<file path="src/rtl/regfile_2r1w.sv">
// regfile_2r1w: register file with one write port and two read ports.
// Any address conflict between active ports raises a registered collision
// flag and forces both read outputs to zero for that cycle. Reads return
// the contents from before the edge; a same-cycle write is not forwarded.

module regfile_2r1w #(
    parameter int DATA_WIDTH = 32,
    parameter int ADDR_WIDTH = 5
) (
    input  logic                  clk,
    input  logic                  resetn,
    input  logic [DATA_WIDTH-1:0] din,
    input  logic [ADDR_WIDTH-1:0] wad1,
    input  logic                  wen1,
    input  logic [ADDR_WIDTH-1:0] rad1,
    input  logic                  ren1,
    input  logic [ADDR_WIDTH-1:0] rad2,
    input  logic                  ren2,
    output logic [DATA_WIDTH-1:0] dout1,
    output logic [DATA_WIDTH-1:0] dout2,
    output logic                  collision
);

    localparam int Depth = 2 ** ADDR_WIDTH;

    logic [DATA_WIDTH-1:0] mem_q [Depth];

    logic [DATA_WIDTH-1:0] dout1_q;
    logic [DATA_WIDTH-1:0] dout1_d;
    logic [DATA_WIDTH-1:0] dout2_q;
    logic [DATA_WIDTH-1:0] dout2_d;
    logic                  collision_q;
    logic                  collision_d;

    logic                  colReadRead;
    logic                  colWriteRead1;
    logic                  colWriteRead2;

    // Detect conflicts between active ports and select the next read data.
    always_comb begin
        colReadRead   = ren1 & ren2 & (rad1 == rad2);
        colWriteRead1 = wen1 & ren1 & (wad1 == rad1);
        colWriteRead2 = wen1 & ren2 & (wad1 == rad2);
        collision_d   = colReadRead | colWriteRead1 | colWriteRead2;

        dout1_d = '0;
        dout2_d = '0;
        if (ren1 && !collision_d) begin
            dout1_d = mem_q[rad1];
        end
        if (ren2 && !collision_d) begin
            dout2_d = mem_q[rad2];
        end
    end

    // Storage array; the write lands even when a collision is flagged.
    always_ff @(posedge clk or negedge resetn) begin
        if (!resetn) begin
            for (int i = 0; i < Depth; i++) begin
                mem_q[i] <= '0;
            end
        end else if (wen1) begin
            mem_q[wad1] <= din;
        end
    end

    // Registered read data and collision flag.
    always_ff @(posedge clk or negedge resetn) begin
        if (!resetn) begin
            dout1_q     <= '0;
            dout2_q     <= '0;
            collision_q <= 1'b0;
        end else begin
            dout1_q     <= dout1_d;
            dout2_q     <= dout2_d;
            collision_q <= collision_d;
        end
    end

    assign dout1     = dout1_q;
    assign dout2     = dout2_q;
    assign collision = collision_q;

endmodule

</file>
<file path="config.mk">
export PLATFORM = sky130hd
export DESIGN_NAME = regfile_2r1w
export DESIGN_NICKNAME = d
export VERILOG_FILES = /design/src/rtl/regfile_2r1w.sv
export SDC_FILE = /design/constraint.sdc
export NUM_CORES = 2
export LEC_CHECK = 0
export CAP_MARGIN = 20
export CORE_MARGIN = 2
export CORE_UTILIZATION = 35
export CTS_CLUSTER_DIAMETER = 50
export DETAILED_ROUTE_END_ITERATION = 10
export HOLD_SLACK_MARGIN = 0.12
export PLACE_DENSITY = 0.47
export RECOVER_POWER = 100
export SLEW_MARGIN = 20
export SYNTH_ARGS = -nofsm -noshare
export SYNTH_HDL_FRONTEND = slang
export SYNTH_SLANG_ARGS = --single-unit
</file>
<file path="constraint.sdc">
create_clock -name clk -period 2.08 [get_ports clk]
set_input_delay 0.208 -clock clk [delete_from_list [all_inputs] [get_ports clk]]
set_output_delay 0.208 -clock clk [all_outputs]
set_load 0.02 [all_outputs]
</file>
==> impl_metrics.ini <==
[final_layout]
nets = 4071
drive_gt1_share_pct = 47.6
layout_common_cells = dfrtp_1 (1089), mux2_2 (926), mux4_2 (323)
final_common_cell = dfrtp_1
final_cell_count_no_fill = 6320
fin_util_pct = 41.9
synthToLayoutAreaGrowth_pct = 19.2

[global_route]
grt_pass1_wl_um = 288000
grt_use_total_pct = 23.9
top_usage_layer = met2
grt_overflow = 0
antenna_found_initial = 5
grt_use_met1_pct = 35.0
use_met3_pct = 3.74
grt_use_met2_pct = 36.7
grt_max_degree = 103
grt_pass1_vias = 38300

[setup_path]
worstReg2RegStart = mem_q[417]
worst_setup_path_start_kind = input port
worstSetupPathType = input port to flop
path_max_fanout = 19
reg2reg_slack_ns = 0.17
required_ns = 2.74
cp_cell_sequence = dlygate4sd3_1, clkbuf_1, nand3b_1, clkbuf_4, nor2_1, buf_4, mux2_2
slowest_stage = dlygate4sd3_1
rr_worst_depth = 4
r2r_end = dout2[1]
cp-end-kind = flop
crit_arrival_ns = 2.76
critical_path_buf_inv_count = 4
cpPeakStageDelay_ns = 0.65
path_delay_family = buffers and inverters

[detailed_routing]
ant_nets = 0
wl_per_cell_um = 31.4
viasPerCell = 5.78
wl_um = 198000
dr.pass1.iters = 5
drt_iter0_drc = 2821
vias = 36500
drc = 0

[synthesis]
synth_area_leaders = dfrtp_1 (48%), mux2_2 (18%), mux4_2 (13%), mux2i_1 (4.4%), mux4_1 (3.0%)
netlist_area_um2 = 57000
syn-num-nets = 3759
ys_types = 49
yosysWarnings = 0
synth_top_flop_cell = dfrtp_1
ys_ff_latch = 1089
yosys.area.top_type = dfrtp_1
syn-instance-count = 3707
synth_top_area_share_pct = 47.8
synth_edf_count = 0
async_flop_share_pct = 100
avgSynthCellArea_um2 = 15.4
seq_area_frac_synth_pct = 47.8

[run]
maxCapViolCount = 3

[sta]
fmax_mhz = 476
post-route-min-period_ns = 2.10
finalSetupViolCount = 13
rsz0062_at_grt = false
finClkSkew_ns = 0.0242
drv_slew = 144
fin_ws_ns = -0.0203
whs_ns = 0.185
max_slew_margin_pct = -10.5
period_share_pct = 101
worstMarginPinSlew_ns = 1.66
finalHoldViolCount = 0

[pwr]
pwr_density_cell_nw_per_um2 = 996
ir_worst_vdd_v = 0.000924
cellLeakagePower_nw = 29.7

[min_path]
whs_path_depth = 5
hp-class = input port to flop
worstHoldStart = rad1[3]
whs_endpoint = dout1[30]

[die]
coreArea_um2 = 162000
fp.dieArea_um2 = 166000
rows = 148
die_h_um = 408
die_w_um = 408
ios = 117
start_util_pct = 35.1

[clock_network]
numCtsBuffers = 150
htree_levels = 4
cts_tree = built
cts.clk_slew.worst_paths_ns = 0.06
root_buffer = clkbuf_16
clock-sinks = 1089
clock_tree.buffer_depth = 3
clk_latency_ns = 0.79

[outcome]
status = finished, violations left
violations = max-capacitance violations, max-slew violations, negative setup slack

[placed_design]
dp_cells = 6036
numPortBuffers = 116
dp_hpwl_um = 131000
gp_congestion = 0.796
post-place-ws_ns = -0.577
==> timing repair <==
action / CTS / global route
gates resized for setup: 22 / 2
buffers inserted: 0 / 0
hold endpoints to repair: 1091 / 0
setup endpoints to repair: 22 / 2
pin swaps: 0 / 2
hold buffers: 6 / 0
==> worst register-to-register path, cell delays in order (launching register included) <==
cell and delay [ns]:
dfrtp_1 0.41, mux4_2 0.48, o211a_1 0.23, a221oi_1 0.37, a41oi_1 0.24
==> cell usage after synthesis, types with 17 or more instances <==
master / instances
mux2_2: 927
a22oi_1: 187
buf_4: 73
clkbuf_8: 17
nand2_1: 23
mux4_1: 65
buf_2: 107
buf_6: 45
o211ai_1: 61
mux4_2: 323
clkbuf_1: 149
a221oi_1: 63
mux2_1: 99
o21ai_0: 58
mux2i_1: 248
dfrtp_1: 1089
a41oi_1: 53
==> logic make-up (layout without fill, tap and decap cells) <==
family / Yosys count / count (layout) / synth area share (%)
multiplexers: 1662 / 1662 / 40.4
AO/OA/AOI/OAI: 441 / 441 / 5.94
AND/OR/NAND/NOR: 88 / 88 / 1.04
XOR/XNOR: 15 / 15 / 0.230
flip-flops: 1089 / 1089 / 47.8
other: 0 / 3 / 0
buffers and inverters: 412 / 847 / 4.67
==> worst max path at each step <==
stage	startpoint	end	slack [ns]	cells after the start
2_1_floorplan	wad1[3]	mem_q[257]	0.45	5
3_3_place_gp	wad1[2]	mem_q[905]	-0.62	6
3_5_place_dp	wad1[2]	mem_q[899]	-0.58	6
4_1_cts	dout2[12]	dout2[12]	0.001	1
5_1_grt	rad2[0]	dout2[24]	0.006	8
6_report	wad1[4]	mem_q[336]	-0.02	7
==> registers in the layout, indices dropped and copies added, names as in the netlist <==
name and flops:
collision 1, dout1 32, dout2 32, mem_q 1024
==> final cells by class <==
class	instances	area (um2)
multi-input combinational	2206	27200
timing repair buffer	570	5520
fill	14900	94400
antenna	3	7.51
tap	2175	2720
inverter	2	7.51
clock inverter	75	1100
clock buffer	200	4270
sequential	1089	27300
==> per-layer routing <==
metal  share of wire, %  vias to the layer above
li1                   -                    15300
met1                 47                    20000
met2                 46                      967
met3                4.6                      283
met4                2.6                        2
met5             0.0066                        -
==> report_power, final <==
group	switching (mW)	total [mW]	internal, mW
logic	4.77	11.9	7.09
registers	2.90	28.2	25.3
clock network	10.3	27.8	17.5
==> through the flow <==
step / setup TNS [ns] / power (mW) / instance area, um2
2_1_floorplan: 0 / 36.1 / 57000
3_3_place_gp: -262.26 / 40.3 / 64000
3_5_place_dp: -257.95 / 40.6 / 64000
4_1_cts: 0 / 68.6 / 69400
5_1_grt: 0 / 70.8 / 68000
6_report: -0.154 / 67.8 / 68000
Note: power is estimated with default switching activity, not from simulation.
